File: src/rtl/fc1_weight_feeder.sv
// Weight-side partner of the FC1/FC2 engine: streams FC1 weight groups from a
// single-port SRAM onto the engine lanes and preloads the FC2 weight vector.
module fc1_weight_feeder #(
  parameter int IN1_N  = 132,
  parameter int OUT1_M = 10,
  parameter int NUM_PE = 4,
  parameter int ADDR_W = 10
) (
  input  logic                    clk,
  input  logic                    rst_n,
  input  logic                    start,
  output logic                    wmem_rd_en,
  output logic [ADDR_W-1:0]       wmem_addr,
  input  logic [8*NUM_PE-1:0]     wmem_rdata,
  output logic signed [7:0]       fc1_w [0:NUM_PE-1],
  input  logic                    fc1_valid,
  output logic                    fc1_next,
  input  logic                    hold_next,
  output logic signed [7:0]       fc2_w [0:OUT1_M-1],
  output logic                    busy,
  output logic [1:0]              group_idx,
  output logic                    proto_err
);

  localparam int G     = (OUT1_M + NUM_PE - 1) / NUM_PE;
  localparam int G2    = (OUT1_M + NUM_PE - 1) / NUM_PE;
  localparam int CNT_W = $clog2(IN1_N + 2);
  localparam logic [ADDR_W-1:0] FC2_BASE = ADDR_W'(G * IN1_N);
  localparam logic [1:0]        LAST_G   = 2'(G - 1);

  typedef enum logic [2:0] {
    S_IDLE       = 3'd0,
    S_STREAM     = 3'd1,
    S_WAIT_VALID = 3'd2,
    S_NEXT       = 3'd3,
    S_FC2_LOAD   = 3'd4,
    S_WAIT_END   = 3'd5
  } state_t;

  state_t              state_q, state_d;
  logic [CNT_W-1:0]    cnt_q, cnt_d;
  logic [1:0]          group_q, group_d;
  logic                rd_en_q, rd_en_d;
  logic [ADDR_W-1:0]   addr_q, addr_d;
  logic                is_fc2_q, is_fc2_d;
  logic                rd_fc1_q, rd_fc1_d;
  logic                rd_fc2_q, rd_fc2_d;
  logic [CNT_W-1:0]    rd_j_q, rd_j_d;
  logic                busy_q, busy_d;
  logic                perr_q, perr_d;
  logic signed [7:0]   fc2_q [0:OUT1_M-1];
  logic signed [7:0]   fc2_d [0:OUT1_M-1];

  // Control FSM: next state, read issue and the combinational release pulse.
  always_comb begin
    state_d  = state_q;
    cnt_d    = cnt_q;
    group_d  = group_q;
    rd_en_d  = 1'b0;
    addr_d   = addr_q;
    is_fc2_d = is_fc2_q;
    fc1_next = 1'b0;
    perr_d   = perr_q | (fc1_valid & (state_q != S_WAIT_VALID));
    case (state_q)
      S_IDLE: begin
        if (start) begin
          group_d  = 2'd0;
          state_d  = S_STREAM;
          rd_en_d  = 1'b1;
          addr_d   = {ADDR_W{1'b0}};
          cnt_d    = CNT_W'(1);
          is_fc2_d = 1'b0;
        end else begin
          state_d = S_IDLE;
        end
      end
      S_STREAM: begin
        if (cnt_q < CNT_W'(IN1_N)) begin
          rd_en_d = 1'b1;
          addr_d  = addr_q + {{(ADDR_W-1){1'b0}}, 1'b1};
          cnt_d   = cnt_q + CNT_W'(1);
        end else begin
          state_d = S_WAIT_VALID;
        end
      end
      S_WAIT_VALID: begin
        if (fc1_valid) begin
          if (group_q < LAST_G) begin
            state_d = S_NEXT;
          end else begin
            state_d  = S_FC2_LOAD;
            rd_en_d  = 1'b1;
            addr_d   = FC2_BASE;
            cnt_d    = CNT_W'(1);
            is_fc2_d = 1'b1;
          end
        end else begin
          state_d = S_WAIT_VALID;
        end
      end
      S_NEXT: begin
        if (!hold_next) begin
          fc1_next = 1'b1;
          if (group_q == LAST_G) begin
            state_d = S_WAIT_END;
          end else begin
            group_d  = group_q + 2'd1;
            state_d  = S_STREAM;
            rd_en_d  = 1'b1;
            addr_d   = ADDR_W'(IN1_N) * {{(ADDR_W-2){1'b0}}, group_d};
            cnt_d    = CNT_W'(1);
            is_fc2_d = 1'b0;
          end
        end else begin
          state_d = S_NEXT;
        end
      end
      S_FC2_LOAD: begin
        // One extra cycle after the last read so fc2_w is settled before release.
        if (cnt_q < CNT_W'(G2)) begin
          rd_en_d = 1'b1;
          addr_d  = addr_q + {{(ADDR_W-1){1'b0}}, 1'b1};
          cnt_d   = cnt_q + CNT_W'(1);
        end else if (cnt_q == CNT_W'(G2)) begin
          cnt_d = cnt_q + CNT_W'(1);
        end else begin
          state_d = S_NEXT;
        end
      end
      S_WAIT_END: begin
        if (!start) begin
          state_d = S_IDLE;
        end else begin
          state_d = S_WAIT_END;
        end
      end
      default: begin
        state_d = S_IDLE;
      end
    endcase
    busy_d = (state_d != S_IDLE);
  end

  // Read-data pipeline: tag the returning word and capture FC2 lanes.
  always_comb begin
    rd_fc1_d = rd_en_q & ~is_fc2_q;
    rd_fc2_d = rd_en_q & is_fc2_q;
    rd_j_d   = cnt_q - CNT_W'(1);
    for (int m = 0; m < OUT1_M; m++) begin
      if (rd_fc2_q && (rd_j_q == CNT_W'(m / NUM_PE))) begin
        fc2_d[m] = $signed(wmem_rdata[8*(m % NUM_PE) +: 8]);
      end else begin
        fc2_d[m] = fc2_q[m];
      end
    end
    for (int k = 0; k < NUM_PE; k++) begin
      if (rd_fc1_q) begin
        fc1_w[k] = $signed(wmem_rdata[8*k +: 8]);
      end else begin
        fc1_w[k] = 8'sd0;
      end
    end
  end

  // State and output registers.
  always_ff @(posedge clk or negedge rst_n) begin
    if (!rst_n) begin
      state_q  <= S_IDLE;
      cnt_q    <= {CNT_W{1'b0}};
      group_q  <= 2'd0;
      rd_en_q  <= 1'b0;
      addr_q   <= {ADDR_W{1'b0}};
      is_fc2_q <= 1'b0;
      rd_fc1_q <= 1'b0;
      rd_fc2_q <= 1'b0;
      rd_j_q   <= {CNT_W{1'b0}};
      busy_q   <= 1'b0;
      perr_q   <= 1'b0;
      for (int m = 0; m < OUT1_M; m++) fc2_q[m] <= 8'sd0;
    end else begin
      state_q  <= state_d;
      cnt_q    <= cnt_d;
      group_q  <= group_d;
      rd_en_q  <= rd_en_d;
      addr_q   <= addr_d;
      is_fc2_q <= is_fc2_d;
      rd_fc1_q <= rd_fc1_d;
      rd_fc2_q <= rd_fc2_d;
      rd_j_q   <= rd_j_d;
      busy_q   <= busy_d;
      perr_q   <= perr_d;
      for (int m = 0; m < OUT1_M; m++) fc2_q[m] <= fc2_d[m];
    end
  end

  assign wmem_rd_en = rd_en_q;
  assign wmem_addr  = addr_q;
  assign busy       = busy_q;
  assign group_idx  = group_q;
  assign proto_err  = perr_q;
  assign fc2_w      = fc2_q;

endmodule

File: config.mk
export PLATFORM = sky130hd
export DESIGN_NAME = fc1_weight_feeder
export DESIGN_NICKNAME = d
export VERILOG_FILES = /design/src/rtl/fc1_weight_feeder.sv
export SDC_FILE = /design/constraint.sdc
export NUM_CORES = 1
export LEC_CHECK = 0
export CORE_ASPECT_RATIO = 1.25
export CORE_MARGIN = 3
export CORE_UTILIZATION = 47
export CTS_CLUSTER_DIAMETER = 150
export DETAILED_ROUTE_END_ITERATION = 10
export HOLD_SLACK_MARGIN = 0.06
export PLACE_DENSITY = 0.81
export SETUP_SLACK_MARGIN = 0.15
export SYNTH_ARGS = -nofsm -noshare
export SYNTH_HDL_FRONTEND = slang
export SYNTH_SLANG_ARGS = --single-unit
File: constraint.sdc
create_clock -name clk -period 2.3 [get_ports clk]
set_input_delay 0.46 -clock clk [delete_from_list [all_inputs] [get_ports clk]]
set_output_delay 0.46 -clock clk [all_outputs]
set_load 0.03 [all_outputs]
* Yosys cells after proc, flatten, opt, wreduce, memory -nomap -nowiden *
Cells that the tools add are included.

storage, ports and cells
  register bits = 117
  bits in latches = 0
  bits in writable memories = 0
  bits in read-only memories = 0
  bits of input ports = 37
  logic and storage cells = 116
  memories = 0

cells by class
  add/subtract/negate cells = 4
  multipliers = 1
  div/mod/pow operators = 0
  order comparisons = 3
  equal/unequal tests = 18
  shift-type cells = 0
  muxes and demuxes = 51
  bitwise operators = 5
  reductions and logical operators = 13

operators by type and width
  operator                                                     number
  two-way mux 8 bit                                            12
  two-way mux 10 bit                                           7
  case mux 10 bit (5 select lines)                             1
  case mux 8 bit (5 select lines)                              1
  two-way mux 3 bit                                            8
  case mux 3 bit (6 select lines)                              1
  equality test 8 x 2 -> 1 bit (second input constant)         2
  AND reduction 8 bit                                          2
  two-way mux 1 bit                                            15
  != test 2 bit (second input constant)                        7
  adder 10 x 1 -> 10 bit (second input constant)               1
  adder 8 x 1 -> 8 bit (second input constant)                 1
  equality test 8 x 1 -> 1 bit (second input constant)         1
  zero test 8 bit                                              1
  less-than comparator 8 x 2 -> 1 bit (second input constant)  1
  less-than comparator 8 bit (second input constant)           1
  multiplier 6 x 2 -> 8 bit (first input constant)             1
  subtractor 8 x 1 -> 8 bit (second input constant)            1
  equality test 3 x 2 -> 1 bit (second input constant)         2
  equality test 3 bit (second input constant)                  2
  two-way mux 2 bit                                            3
  AND reduction 6 bit                                          1
  nonzero test 3 bit                                           2
  case mux 1 bit (5 select lines)                              1
  other kinds (16)                                             20

* Depth between registers and ports, before layout *
  depth in word-level cells = 5
  depth in mapped cells = 8
  gate-level depth less buffers = 8

* Worst setup path after synthesis *
No wires, ideal clock.

  kind = input to register
  from = input port hold_next
  to = register addr_q[9], in the netlist wmem_addr[9]
  library setup time = 69 ps
  data arrival time = 2495 ps
  required time = 2231 ps
  slack = -264 ps
  stages = 5
  cell sequence = nor4bb_1 a32o_1 a211oi_2 or4_1 nand3_1

between the ends
  cells in the longest elaborated chain, start to end = 2

RTL lines
  item                           line  source
  from (decl)                    18    input logic hold_next,
  != test 2 bit (no line)        --
  AND reduction 8 bit (no line)  --
  to (signal assigned)           172   addr_q <= {ADDR_W{1'b0}};
  to (signal assigned)           185   addr_q <= addr_d;
  to (decl)                      44    logic [ADDR_W-1:0] addr_q, addr_d;

No other way between the ends.
A chain may end at the register's enable or synchronous reset.

* Worst setup path after layout *
  from = register cnt_q[2]
  to = register addr_q[9], in the netlist wmem_addr[9]

between the ends
  cells in the longest elaborated chain, start to end = 3

RTL lines
  item                                                                               line     source
  from (decl)                                                                        41       logic [CNT_W-1:0] cnt_q, cnt_d;
  from (signal assigned)                                                             169      cnt_q <= {CNT_W{1'b0}};
  from (signal assigned)                                                             182      cnt_q <= cnt_d;
  less-than comparator 8 x 2 -> 1 bit or less-than comparator 8 bit (tied branches)  120, 78
  != test 2 bit (no line)                                                            --
  AND reduction 8 bit (no line) (*)                                                  --

Mark *: on every way between the ends. The rest lies on a longest branch, timed or not.

==> results by group <==
Status
  • Outcome: completed

Clock network
  • Root Buffer: clkbuf_16
  • Num CTS Buffers: 17
  • Clk buf depth: 2
  • Clock Latency Late Sink: 0.41 ns
  • H-tree levels: 4
  • Clock Sinks: 117
  • TritonCTS clock tree: yes
  • Clock transition at path regs: 0.05 ns

Power
  • Worst vdd ir: 0.000885 V
  • Sw frac: 0.322
  • Leakage: 0.00361 uW
  • Comb power frac: 0.302
  • Net Switching: 2530 uW
  • Clk pwr share: 0.368
  • Reg power frac: 0.330
  • Internal power: 5320 uW
  • Total Power: 7850 uW
  • Pwr per Cell Area: 988 nW/um^2

Synth
  • Synth Register Bits: 117
  • Sequential share of the synthesized area: 0.562
  • Number of unique standard cell types used by synthesis: 56
  • Top cells by area, synth: dfrtp_1, mux2_2, and2_1
  • Mapped Cells: 424
  • Cell taking the most area after synthesis: dfrtp_1
  • Ys flop type: dfrtp_1
  • Syn nets: 465
  • Mapped Area: 5210 um^2
  • YS warnings: 0
  • Share of the synthesized area in the top cell type: 0.562
  • Asr flop ratio synth: 1.00
  • Post-synth EDFFs: 0
  • Syn Area/Cell: 12.3 um^2

STA
  • Setup Skew: 0.00965 ns
  • Slew HR: 0.645
  • TNS Setup: 0 ns
  • Period utilization: 0.920
  • Final Hold Fails: 0
  • Final WS setup: 0.185 ns
  • Max-slew violation count: 0
  • FMAX: 473 MHz
  • Final setup vio count: 0
  • Worst-Margin Slew: 0.533 ns
  • Final Critical Period: 2.12 ns
  • RSZ-0062 raised after global routing: true
  • Fin Hold WS: 0.453 ns

Critical path
  • Crit-path max cell delay: 0.60 ns
  • Reg2reg start: cnt_q[2]$_DFFE_PN0P_
  • Largest driver fanout on the critical path: 8
  • Crit. Startpoint: cnt_q[2]$_DFFE_PN0P_
  • Reg2reg end: wmem_addr[9]$_DFFE_PN0P_
  • Crit path depth: 6
  • Critical-path cell list: or4_4, o211ai_4, a211oi_2, buf_4, or4_1, nand3_1
  • Worst endpoint required time: 2.64 ns
  • WS Path Type: reg -> reg
  • CP Capture Point: wmem_addr[9]$_DFFE_PN0P_
  • CP max-delay cell: or4_4
  • CP Launch Type: flip-flop
  • Crit end category: flip-flop
  • R2R Setup Slk: 0.18 ns
  • R2R depth: 6
  • CP delay by family, top: simple AND/OR/NAND/NOR gates
  • WP buf/inv: 1
  • Critical path arrival: 2.46 ns

Floorplan
  • Cell Rows: 42
  • Die Height: 124 um
  • Initial Util: 0.486
  • Die area: 12400 um^2
  • Num ports: 165
  • Chip Width: 100 um
  • Core Region: 10700 um^2

GRT
  • Antenna violations before repair: 0
  • Overall Global Routing Usage: 0.232
  • First-pass GRT wire length: 22200 um
  • Vias in the first global route: 4259
  • Overflow after GRT: 0
  • Largest net degree at the start of global routing: 56

Placed design
  • I/O Buffers: 164
  • Placed cell count: 742
  • Dpl hpwl: 9650 um
  • Worst slack, placed: -0.0168 ns
  • GPL Wtd Cong: 0.866

Hold path
  • Hold crit path type: reg -> reg

Drt
  • Antenna Nets Post-Route: 0
  • Vias: 4151
  • DR iter-0 viols: 149
  • DRC: 0
  • Post-DR wirelength/cell: 18.5 um
  • Routed vias/inst: 5.34
  • Post-Route WL: 14400 um
  • Drt pass-1 iters: 5

Finish
  • Finished Layout Cells: 778
  • # diodes: 0
  • # fillers: 716
  • Area Growth Syn to Fin: 52.6%
  • Nets@finish: 674
  • Layout cell share with drive strength beyond 1: 0.266

Run
  • Max-Cap Viols: 0
## how the worst min path moves through the flow
stage                                     from                  to  slack (ns)  depth (start not counted)
after floorplan                          rst_n      busy$_DFF_PN0_        0.16                          0
after global placement    is_fc2_q$_DFFE_PN0P_  rd_fc1_q$_DFF_PN0_        0.44                          1
after detailed placement  is_fc2_q$_DFFE_PN0P_  rd_fc1_q$_DFF_PN0_        0.44                          1
after CTS                 is_fc2_q$_DFFE_PN0P_  rd_fc1_q$_DFF_PN0_        0.45                          1
after global routing      is_fc2_q$_DFFE_PN0P_  rd_fc1_q$_DFF_PN0_        0.47                          1
final                     is_fc2_q$_DFFE_PN0P_  rd_fc1_q$_DFF_PN0_        0.45                          1
## layout make-up
cell class,instances,area [um^2],area share
clock inverters,13,204,0.0257
multi-input cells,275,2180,0.275
flip-flops and latches,117,2930,0.369
well taps,132,165,0.0208
repair buffers,209,1960,0.247
clock buffers,19,453,0.0570
inverters,13,48.8,0.00614
## cell usage after synthesis (all sizes together) (3+ instances only)
cell type and n:
a21o 4, a21oi 7, a31oi 3, and2 36, and3 5, buf 12, clkbuf 7, dfrtp 117
ha 4, inv 13, mux2 80, nand2 20, nand2b 7, nand3 16, nor2 17, nor3 10
nor4 4, o21ai 17, o21bai 3, or3 5, xor2 8
## sequential cells by signal, indices dropped and copies added, names as in the netlist, 2 cells and up
name       cells
rd_j_q         8
group_idx      2
wmem_addr     10
state_q        3
cnt_q          8
fc2_w         80
## power groups by stage
stage	sequential, uW	clock [uW]	combinational [uW]
final	2590	2890	2370
after global routing	2630	3030	2550
after CTS	2590	2930	2340
after detailed placement	2600	0	2350
after global placement	2590	0	2300
after floorplan	2810	0	1180
## kinds of logic (layout without fill, tap and decap cells)
kind of cell / count (synthesis) / in the layout / share of synthesized area
XOR/XNOR: 9 / 9 / 0.0151
multiplexers: 81 / 81 / 0.175
AO/OA/AOI/OAI: 49 / 49 / 0.0682
AND/OR/NAND/NOR: 132 / 132 / 0.144
buffers and inverters: 32 / 254 / 0.0264
flip-flops: 117 / 117 / 0.562
adder cells (fa/ha/maj): 4 / 4 / 0.00961
## placed cells by master (no fill, tap or decap), types with 2 or more instances in the layout
cell type,instances
a21o_1,4
a21oi_1,6
a31oi_1,3
a32o_1,2
and2_1,36
and3_1,5
buf_12,2
buf_4,45
bufinv_16,5
clkbuf_16,17
clkbuf_8,2
clkdlybuf4s50_1,130
clkinv_2,3
clkinvlp_4,4
dfrtp_1,115
dfrtp_2,2
dlygate4sd2_1,30
ha_1,4
inv_1,12
mux2_1,6
mux2_2,74
nand2_1,20
nand2b_1,7
nand3_1,16
nand4_1,2
nor2_1,16
nor2b_1,2
nor3_1,8
nor3_2,2
nor4_1,2
nor4_4,2
o21ai_0,12
o21ai_1,5
o21bai_1,3
o311ai_1,2
or2_2,2
or3_1,4
xor2_1,8
## worst reg2reg max path, cell delays in order (launching register included)
cell and delay, ns:
dfrtp_1 0.40, or4_4 0.60, o211ai_4 0.21, a211oi_2 0.09, buf_4 0.17, or4_1 0.49, nand3_1 0.09
## through the flow
stage / area [um^2] / utilization
3_5_place_dp: 7270 / 0.678
5_1_grt: 7950 / 0.741
2_1_floorplan: 5230 / -
4_1_cts: 7910 / 0.738
3_3_place_gp: 7270 / 0.678
6_report: 7950 / 0.741
## what timing repair did
item,CTS,global route
endpoints found under the hold margin,38,0
setup endpoints to repair,33,5
hold buffers,1,0
setup buffers,0,3
pin swaps,2,2
resized for setup,33,4
gates cloned,0,0
## routing by layer
layer / up-vias / routed length [um] / GRT usage / share of wire
met2: 152 / 7580 / 0.419 / 0.53
met1: 2069 / 5690 / 0.266 / 0.40
met4: 0 / 235 / 0.0792 / 0.016
li1: 1905 / - / - / -
met5: - / 0 / 0 / 0
met3: 25 / 867 / 0.0588 / 0.060
Note: power is estimated with default switching activity, not from simulation.
